[src/rtl/timer_bcd_counter_pkg.sv]
// Shared types and constants for the BCD stopwatch/countdown timer.
package timer_pkg;

    typedef enum logic [1:0] {
        IDLE  = 2'd0,
        RUN   = 2'd1,
        PAUSE = 2'd2,
        DONE  = 2'd3
    } state_t;

    localparam logic [7:0]  CSEC_MAX           = 8'h99;
    localparam logic [7:0]  SEC_MAX            = 8'h59;
    localparam int unsigned DEF_TICKS_PER_CSEC = 10;

    function automatic logic [7:0] to_bcd8(input int unsigned v);
        logic [3:0] tens;
        logic [3:0] ones;
        tens = 4'(v / 10);
        ones = 4'(v % 10);
        return {tens, ones};
    endfunction

    // Non-BCD nibbles or over-range values saturate to the field maximum.
    function automatic logic [7:0] clamp_bcd(input logic [7:0] v, input logic [7:0] max_bcd);
        if (v[7:4] > 4'd9 || v[3:0] > 4'd9 || v > max_bcd) begin
            return max_bcd;
        end
        return v;
    endfunction

endpackage

[src/rtl/timer_bcd_counter_digit_pair.sv]
// Two-digit BCD up/down counter; cy_o flags the terminal value in the current direction.
module bcd_digit_pair (
    input  logic       clk_i,
    input  logic       rst_ni,
    input  logic       en_i,
    input  logic       dir_i,
    input  logic [7:0] limit_i,
    input  logic       clr_i,
    input  logic       load_i,
    input  logic [7:0] load_val_i,
    output logic [7:0] val_o,
    output logic       cy_o
);

    logic [7:0] val_q, val_d;

    assign cy_o  = dir_i ? (val_q == 8'h00) : (val_q == limit_i);
    assign val_o = val_q;

    always_comb begin
        val_d = val_q;
        if (clr_i) begin
            val_d = '0;
        end else if (load_i) begin
            val_d = load_val_i;
        end else if (en_i) begin
            if (dir_i) begin
                if (cy_o)                    val_d = limit_i;
                else if (val_q[3:0] == 4'd0) val_d = {val_q[7:4] - 4'd1, 4'd9};
                else                         val_d = {val_q[7:4], val_q[3:0] - 4'd1};
            end else begin
                if (cy_o)                    val_d = '0;
                else if (val_q[3:0] == 4'd9) val_d = {val_q[7:4] + 4'd1, 4'd0};
                else                         val_d = {val_q[7:4], val_q[3:0] + 4'd1};
            end
        end
    end

    always_ff @(posedge clk_i or negedge rst_ni) begin
        if (!rst_ni) val_q <= '0;
        else         val_q <= val_d;
    end

endmodule

[src/rtl/timer_bcd_counter.sv]
// MM:SS.cc stopwatch/countdown driven by an edge-detected 1 kHz data input.
module timer_bcd_counter
    import timer_pkg::*;
#(
    parameter int unsigned TICKS_PER_CSEC = DEF_TICKS_PER_CSEC,
    parameter int unsigned MAX_MIN        = 59
) (
    input  logic       clk,
    input  logic       rst_n,
    input  logic       clk_1khz,
    input  logic       start,
    input  logic       clear,
    input  logic       load,
    input  logic       mode_down,
    input  logic [7:0] load_min,
    input  logic [7:0] load_sec,
    output logic [7:0] min_bcd,
    output logic [7:0] sec_bcd,
    output logic [7:0] csec_bcd,
    output logic       running,
    output logic       done,
    output logic       done_pulse
);

    localparam int unsigned PW          = (TICKS_PER_CSEC > 1) ? $clog2(TICKS_PER_CSEC) : 1;
    localparam logic [PW-1:0] PRESC_MAX = PW'(TICKS_PER_CSEC - 1);
    localparam logic [7:0]  MIN_MAX     = to_bcd8(MAX_MIN);

    state_t        state_q, state_d;
    logic          mode_q, mode_d;
    logic          clk_1khz_q;
    logic [PW-1:0] presc_q, presc_d;
    logic          done_pulse_q, done_pulse_d;

    logic       tick, csec_step, load_ok, step_en, sec_en, min_en;
    logic       cy_cs, cy_s, cy_m, all_term, at_one, val_zero, hit_end;
    logic [7:0] csec_v, sec_v, min_v;

    assign tick      = clk_1khz & ~clk_1khz_q;
    assign csec_step = (state_q == RUN) && tick && (presc_q == PRESC_MAX);
    assign load_ok   = load && !clear && (state_q == IDLE || state_q == PAUSE);

    // all_term: 59:59.99 going up, 00:00.00 going down; the step is suppressed there.
    assign all_term = cy_cs & cy_s & cy_m;
    assign at_one   = {min_v, sec_v, csec_v} == 24'h00_00_01;
    assign val_zero = {min_v, sec_v, csec_v} == 24'h00_00_00;
    assign hit_end  = csec_step && (all_term || (mode_q && at_one));
    assign step_en  = csec_step && !all_term;
    assign sec_en   = step_en && cy_cs;
    assign min_en   = sec_en && cy_s;

    always_comb begin
        state_d = state_q;
        mode_d  = mode_q;
        presc_d = presc_q;
        if (state_q == RUN && tick) begin
            presc_d = (presc_q == PRESC_MAX) ? '0 : presc_q + 1'b1;
        end
        if (clear) begin
            state_d = IDLE;
            presc_d = '0;
        end else if (load_ok) begin
            presc_d = '0;
        end else begin
            unique case (state_q)
                IDLE: if (start && !(mode_down && val_zero)) begin
                    state_d = RUN;
                    mode_d  = mode_down;
                    presc_d = '0;
                end
                RUN: begin
                    if (hit_end)    state_d = DONE;
                    else if (start) state_d = PAUSE;
                end
                PAUSE: if (start) state_d = RUN;
                DONE:  state_d = DONE;
                default: state_d = IDLE;
            endcase
        end
        done_pulse_d = (state_d == DONE) && (state_q != DONE);
    end

    always_ff @(posedge clk or negedge rst_n) begin
        if (!rst_n) begin
            state_q      <= IDLE;
            mode_q       <= 1'b0;
            clk_1khz_q   <= 1'b0;
            presc_q      <= '0;
            done_pulse_q <= 1'b0;
        end else begin
            state_q      <= state_d;
            mode_q       <= mode_d;
            clk_1khz_q   <= clk_1khz;
            presc_q      <= presc_d;
            done_pulse_q <= done_pulse_d;
        end
    end

    bcd_digit_pair u_csec (
        .clk_i(clk), .rst_ni(rst_n), .en_i(step_en), .dir_i(mode_q), .limit_i(CSEC_MAX),
        .clr_i(clear), .load_i(load_ok), .load_val_i(8'h00), .val_o(csec_v), .cy_o(cy_cs)
    );

    bcd_digit_pair u_sec (
        .clk_i(clk), .rst_ni(rst_n), .en_i(sec_en), .dir_i(mode_q), .limit_i(SEC_MAX),
        .clr_i(clear), .load_i(load_ok), .load_val_i(clamp_bcd(load_sec, SEC_MAX)),
        .val_o(sec_v), .cy_o(cy_s)
    );

    bcd_digit_pair u_min (
        .clk_i(clk), .rst_ni(rst_n), .en_i(min_en), .dir_i(mode_q), .limit_i(MIN_MAX),
        .clr_i(clear), .load_i(load_ok), .load_val_i(clamp_bcd(load_min, MIN_MAX)),
        .val_o(min_v), .cy_o(cy_m)
    );

    assign min_bcd    = min_v;
    assign sec_bcd    = sec_v;
    assign csec_bcd   = csec_v;
    assign running    = (state_q == RUN);
    assign done       = (state_q == DONE);
    assign done_pulse = done_pulse_q;

endmodule

[config.mk]
export PLATFORM = sky130hd
export DESIGN_NAME = timer_bcd_counter
export DESIGN_NICKNAME = d
export VERILOG_FILES = /design/src/rtl/timer_bcd_counter_pkg.sv /design/src/rtl/timer_bcd_counter_digit_pair.sv /design/src/rtl/timer_bcd_counter.sv
export SDC_FILE = /design/constraint.sdc
export NUM_CORES = 1
export LEC_CHECK = 0
export ABC_AREA = 1
export ABC_CLOCK_PERIOD_IN_PS = 1900
export CORE_MARGIN = 1
export CORE_UTILIZATION = 40
export CTS_BUF_LIST = sky130_fd_sc_hd__clkbuf_2
export CTS_CLUSTER_SIZE = 30
export DETAILED_ROUTE_END_ITERATION = 6
export DONT_BUFFER_PORTS = 1
export PLACE_DENSITY_LB_ADDON = 0.2
export SYNTH_ARGS = -nofsm -noshare
export SYNTH_HDL_FRONTEND = slang
export SYNTH_SLANG_ARGS = --single-unit
[constraint.sdc]
create_clock -name clk -period 1.9 [get_ports clk]
set_input_delay 0.285 -clock clk [delete_from_list [all_inputs] [get_ports clk]]
set_output_delay 0.285 -clock clk [all_outputs]
set_load 0.05 [all_outputs]
# Yosys cells after proc, flatten, opt, wreduce, memory -nomap -nowiden
# Index checks and enable logic that the tools add are counted.
op_classes:
  n_addsub: 13
  n_mul: 0
  n_div: 0
  order_cmp: 6
  n_eq_ne: 16
  shift: 0
  muxes: 46
  bitwise_logic: 6
  n_reduce_logical: 39
op_table:
  columns: ["op", "n"]
  rows:
  - ["2-to-1 mux 8 bit", 28]
  - ["adder 4 x 1 -> 4 bit, second input constant", 7]
  - ["== test 24 x 1 -> 1 bit, second input constant", 1]
  - ["zero test 24 bit", 1]
  - ["zero test 8 bit", 3]
  - ["2-to-1 mux 4 bit", 6]
  - ["subtractor 4 x 1 -> 4 bit, second input constant", 6]
  - ["== test 4 bit, second input constant", 4]
  - ["== test 8 x 7 -> 1 bit, second input constant", 2]
  - ["greater-than comparator 4 bit, second input constant", 4]
  - ["greater-than comparator 8 x 7 -> 1 bit, second input constant", 2]
  - ["inequality test 5 x 2 -> 1 bit, second input constant", 3]
  - ["nonzero test 5 bit", 3]
  - ["logical AND 1 bit", 12]
  - ["zero test 4 bit", 3]
  - ["2-to-1 mux 2 bit", 6]
  - ["AND reduction 3 bit", 3]
  - ["nonzero test 3 bit", 3]
  - ["== test 8 bit, second input constant", 1]
  - ["case mux 2 bit (4 select lines)", 1]
  - ["== test 2 bit, second input constant", 3]
  - ["logical OR 1 bit", 6]
  - ["2-to-1 mux 1 bit", 5]
  - ["AND reduction 4 bit", 1]
  - ["6 further kinds", 12]
word_totals:
  register_bits: 33
  latch_bits: 0
  mem_bits_rw: 0
  mem_bits_ro: 0
  in_bits: 23
  out_inout_bits: 27
  elab_cells: 137
  memories: 0

# Longest topological paths before layout
logic_depth:
  word_depth: 12
  mapped_depth: 14
  ltp_nobuf: 14

# Cells and area by module
# From an unflattened synthesis, not the netlist that was laid out.
unflattened:
  cells_unflattened: 719
  hier_area_um2: 4225.3
modules_own_cells:
  columns: ["module", "instances", "cells_each", "area_each_um2", "seq_area_each_um2"]
  rows:
  - ["bcd_digit_pair", 3, 195, 1129.8, 200.2]
  - ["timer_bcd_counter", 1, 134, 835.8, 225.2]

# Worst setup path before layout
# Ideal clock, no wire load.
synth_timing:
  path_kind: "register to register"
  from: "register u_min.val_q[0] (netlist: u_min.val_o[0])"
  to: "register u_sec.val_q[4] (netlist: u_sec.val_o[4])"
  setup_time_ns: 0.123
  arrival_ns: 1.919
  required_time_ns: 1.777
  slack_ns: -0.142
  path_stages_with_launch: 13
  path_buffers: 0
  synth_period_minus_slack_ns: 2.042
  cell_sequence: "dfrtp_1 inv_1 ha_1 nand3_2 nor2_2 nand2_1 nand2_2 nand3_2 nand3_1 nand2_4 nand2_4 nand2_1 o21ai_1"
synth_via:
  elab_chain_cells: 8
  elab_cells_between_ends: 9
  cone_classes: "eq/ne (1); mux (1); bitwise (1); reduce/logical (6)"
synth_rtl:
  columns: ["element", "line_no", "rtl"]
  rows:
  - ["start: declaration", "timer_bcd_counter_digit_pair.sv:15", "logic [7:0] val_q, val_d;"]
  - ["start signal: assignment", "timer_bcd_counter_digit_pair.sv:41", "else val_q <= val_d;"]
  - ["== test 8 x 7 -> 1 bit or zero test 8 bit (tied branches)", "timer_bcd_counter_digit_pair.sv:17", "assign cy_o = dir_i ? (val_q == 8'h00) : (val_q == limit_i);"]
  - ["2-to-1 mux 1 bit *", "timer_bcd_counter_digit_pair.sv:17", null]
  - ["bitwise AND 1 bit *", "timer_bcd_counter.sv:44", "assign all_term = cy_cs & cy_s & cy_m;"]
  - ["zero test 1 bit *", "timer_bcd_counter.sv:48", "assign step_en = csec_step && !all_term;"]
  - ["logical AND 1 bit *", "timer_bcd_counter.sv:48", null]
  - ["logical AND 1 bit *", "timer_bcd_counter.sv:49", "assign sec_en = step_en && cy_cs;"]
  - ["nonzero test 3 bit (no source line) *", null, null]
  - ["AND reduction 3 bit (no source line) *", null, null]
  - ["end signal: assignment", "timer_bcd_counter_digit_pair.sv:41", null]
  - ["end: declaration", "timer_bcd_counter_digit_pair.sv:15", null]
# Mark *: on every way between the ends. The rest lies on a longest branch, timed or not.
# A chain may end at the register's enable or synchronous reset.

# Final worst setup path
layout_timing:
  from: "register u_sec.val_q[4] (netlist: u_sec.val_o[4])"
  to: "register done_pulse_q (netlist: done_pulse)"
layout_via:
  elab_chain_cells: 12
  elab_cells_between_ends: 20
  cone_classes: "eq/ne (3); mux (6); bitwise (2); reduce/logical (9)"
layout_rtl:
  columns: ["element", "line_no", "rtl"]
  rows:
  - ["== test 8 x 7 -> 1 bit or zero test 8 bit (tied branches)", "timer_bcd_counter_digit_pair.sv:17", null]
  - ["2-to-1 mux 1 bit", "timer_bcd_counter_digit_pair.sv:17", null]
  - ["bitwise AND 1 bit (2 in series)", "timer_bcd_counter.sv:44", null]
  - ["logical OR 1 bit", "timer_bcd_counter.sv:47", "assign hit_end = csec_step && (all_term || (mode_q && at_one));"]
  - ["logical AND 1 bit", "timer_bcd_counter.sv:47", null]
  - ["2-to-1 mux 2 bit", "timer_bcd_counter.sv:72", "if (hit_end) state_d = DONE;"]
  - ["case mux 2 bit (4 select lines) *", "timer_bcd_counter.sv:65", "unique case (state_q)"]
  - ["2-to-1 mux 2 bit *", "timer_bcd_counter.sv:62", "end else if (load_ok) begin"]
  - ["2-to-1 mux 2 bit *", "timer_bcd_counter.sv:59", "if (clear) begin"]
  - ["== test 2 bit *", "timer_bcd_counter.sv:80", "done_pulse_d = (state_d == DONE) && (state_q != DONE);"]
  - ["logical AND 1 bit *", "timer_bcd_counter.sv:80", null]
  - ["via done_pulse_d", "timer_bcd_counter.sv:33", "logic done_pulse_q, done_pulse_d;"]
  - ["end signal: assignment", "timer_bcd_counter.sv:95", "done_pulse_q <= done_pulse_d;"]
  - ["end: declaration", "timer_bcd_counter.sv:33", null]
# Mark *: on every way through the listed nets, which the timed path passes. The rest lies on a longest branch.

==> flow_metrics.tcl <==
set metrics [dict create \
    internal_power_mw 1.611 \
    period_share_pct 96.94 \
    hold_violations 0 \
    grt.overflow.total 0 \
    n_antenna_cell 0 \
    cts_made_buffers 5 \
    ys_seq_area_share_pct 28.87 \
    die_y_um 86.56 \
    cp.depth 14 \
    max_stage_delay_ns 0.48 \
    gp_congestion 0.9251 \
    met1_usage_pct 28.87 \
    crit_top_cell "nand2_2" \
    crit_slowest_cell "dfrtp_2" \
    dp_hpwl_um 5800 \
    finalSetupViolCount 0 \
    setup_tns_ns 0 \
    drive_gt1_share_pct 27.61 \
    seqPwrFrac_pct 27.9 \
    yosys_warnings 0 \
    hp-class "in2reg" \
    syn_avg_cell_area_um2 7.028 \
    gr-usage-met3_pct 3.333 \
    synthToLayoutAreaGrowth_pct 23.62 \
    reg2reg_depth 14 \
    drt_iter0_drc 149 \
    portBuffers 0 \
    rsz0062_at_grt "yes" \
    rows 30 \
    crit_path_start_kind "register" \
    vdd_ir_drop_max_uv 417.9 \
    num-fill-cells 684 \
    relSlewSlack_pct 69.95 \
    cts_tree "done" \
    synth_seq_cells 33 \
    grt_pass1_wl_um 12420 \
    wl_per_cell_um 13.75 \
    clock_skew_ns 0.04203 \
    p_clk_share_pct 11.0 \
    syn_area_um2 2860 \
    start_util_pct 41.64 \
    cts_sinks 33 \
    dp.cells 528 \
    crit_path_end_kind "register" \
    final_max_slew_viol_count 0 \
    synth.distinct_cells 40 \
    grt_use_total_pct 21.23 \
    run_status "finished, final reports clean" \
    hold_depth 3 \
    p_sw_share_pct 49.87 \
    syn_inst 407 \
    final_cell_mix "76 x nand2_1, 49 x buf_4, 40 x nor2_1, 37 x inv_1, 35 x o21ai_0" \
    p_sw_mw 1.603 \
    syn-num-nets 447 \
    final_cells 556 \
    hold_ws_ns 0.04706 \
    power_frac_comb_pct 61.1 \
    io_pins 50 \
    min_period_ns 1.842 \
    die_w_um 86.56 \
    top_usage_layer "met2" \
    nets 499 \
    dieArea_um2 7493 \
    clockBufferDepth 2 \
    grt_pass1_vias 2726 \
    p_leak_nw 1.665 \
    worstPathArrival_ns 2.16 \
    clkTransAtPathRegs_ns 0.22 \
    rrSetupSlack_ns 0.06 \
    use_met2_pct 35.28 \
    required_ns 2.22 \
    p_per_area_nw_per_um2 909.1 \
    max_freq_mhz 542.9 \
    clock_latency_ns 0.40 \
    crit_path_max_fanout 4 \
    path_delay_family "simple AND/OR/NAND/NOR gates" \
    grt_antenna_before_repair 0 \
    path_buf_inv 1 \
    h-tree-depth 2 \
    routed_wl_um 7646 \
    grt_start_max_net_pins 34 \
    crit_chain "inv_2 -> ha_2 -> nand2_2 -> nor2_4 -> nand3_2 -> nand2_4 -> nand3_4 -> nand2_2 -> nand2_2 -> nand2_1 -> nand2_1 -> nand2_1 -> nand2_2 -> nor2_2" \
    placeableCoreArea_um2 6869 \
    drtAntennaViolNets 0 \
    first_pass_iters 4 \
    max_cap_violations 0 \
    final_common_cell "nand2_1" \
    vias_per_cell 5.106 \
    vias 2839 \
    worstSetupPathType "reg2reg" \
    drc_errors 0 \
    worst_pin_slew_ns 0.4511 \
    root_buffer "clkbuf_2" \
]
-- worst paths after layout --
path / from / to
setup / recovery: u_sec.val_o[4]$_DFFE_PN0P_ / done_pulse$_DFF_PN0_
hold / removal: clear / u_sec.val_o[4]$_DFFE_PN0P_
setup reg to reg: u_sec.val_o[4]$_DFFE_PN0P_ / done_pulse$_DFF_PN0_
hold reg to reg: presc_q[3]$_DFF_PN0_ / presc_q[3]$_DFF_PN0_
max in group asynchronous: rst_n / u_csec.val_o[5]$_DFFE_PN0P_
min in group asynchronous: rst_n / u_sec.val_o[3]$_DFFE_PN0P_
-- tightest hold or removal path: stages --
cell,delay (ns)
nor2_1,0.03
nand2_1,0.07
o21ai_1,0.06
-- cell families after synthesis --
| family | Yosys count | share of synthesized area [%] |
|---|---|---|
| AO/OA/AOI/OAI | 86 | 17.59 |
| XOR/XNOR | 16 | 4.899 |
| adder cells (fa/ha/maj) | 17 | 7.436 |
| buffers and inverters | 61 | 8.355 |
| flip-flops | 33 | 28.87 |
| AND/OR/NAND/NOR | 194 | 32.85 |
-- synthesized netlist by cell type, drive strengths merged --
library cell,instances,area (um2)
nor3,8,51.30
xor2,11,96.34
o21a,3,22.52
or2,1,6.260
o21ai,45,225.2
a21boi,1,7.510
a31oi,2,12.51
o22ai,3,18.77
nand2,95,421.7
a22o,1,8.760
o2111ai,3,26.28
a211oi,2,15.01
nor2,51,235.2
o21bai,1,7.510
dfrtp,33,825.8
nor4,1,6.260
and2,2,12.51
o31ai,1,7.510
ha,17,212.7
nand4,4,31.28
o211ai,4,30.03
xnor2,5,43.79
a22oi,4,30.03
a41oi,1,8.760
buf,8,40.04
nand3,32,175.2
o221ai,2,17.52
clkbuf,1,3.750
a21oi,13,65.06
inv,52,195.2
-- registers in the layout, indices dropped and copies added (netlist names) --
name / count
u_csec.val_o: 8
mode_q: 1
clk_1khz_q: 1
u_min.val_o: 8
state_q: 2
done_pulse: 1
u_sec.val_o: 8
presc_q: 4
-- per-stage QoR --
stage                     area, um2  worst slack, ns  power (mW)  utilization (%)
after global routing           3536         -0.06877       3.460            51.48
after CTS                      3314         0.007907       3.028            48.25
after detailed placement       3202         -0.01319       2.613            46.61
final                          3536          0.05812       3.214            51.48
after floorplan                2870          0.03554       2.182                -
after global placement         3202          0.03419       2.617            46.61
-- cell type report --
| type | count | area (um2) | share of cell area (%) |
|---|---|---|---|
| clock buffer | 6 | 30.03 | 0.8493 |
| clock inverter | 2 | 10.01 | 0.2831 |
| inverter | 52 | 197.7 | 5.591 |
| multi-input combinational | 313 | 1913 | 54.10 |
| sequential | 33 | 835.8 | 23.64 |
| tap | 96 | 120.1 | 3.397 |
| timing repair buffer | 54 | 429.2 | 12.14 |
-- power by group through the flow --
stage / Clock, mW / Combinational (mW) / Sequential [mW]
finish: 0.354 / 1.96 / 0.896
global route: 0.398 / 2.15 / 0.911
global placement: 0 / 1.71 / 0.906
CTS: 0.372 / 1.76 / 0.891
floorplan: 0 / 0.952 / 1.23
detailed placement: 0 / 1.71 / 0.907
-- routing by layer --
layer / routed length (um) / share of wire [%]
met2: 3538 / 46
met4: 96 / 1.3
met3: 360 / 4.7
met5: 0 / 0
met1: 3650 / 48
-- repair_timing --
action                     4_1_cts  5_1_grt
pin swaps                        1       14
setup buffers                    2       14
hold endpoints to repair        35        0
hold buffers                     4        0
setup endpoints to repair        1       24
resized for setup                3       33
No activity file was read; power rests on OpenSTA's default activity.
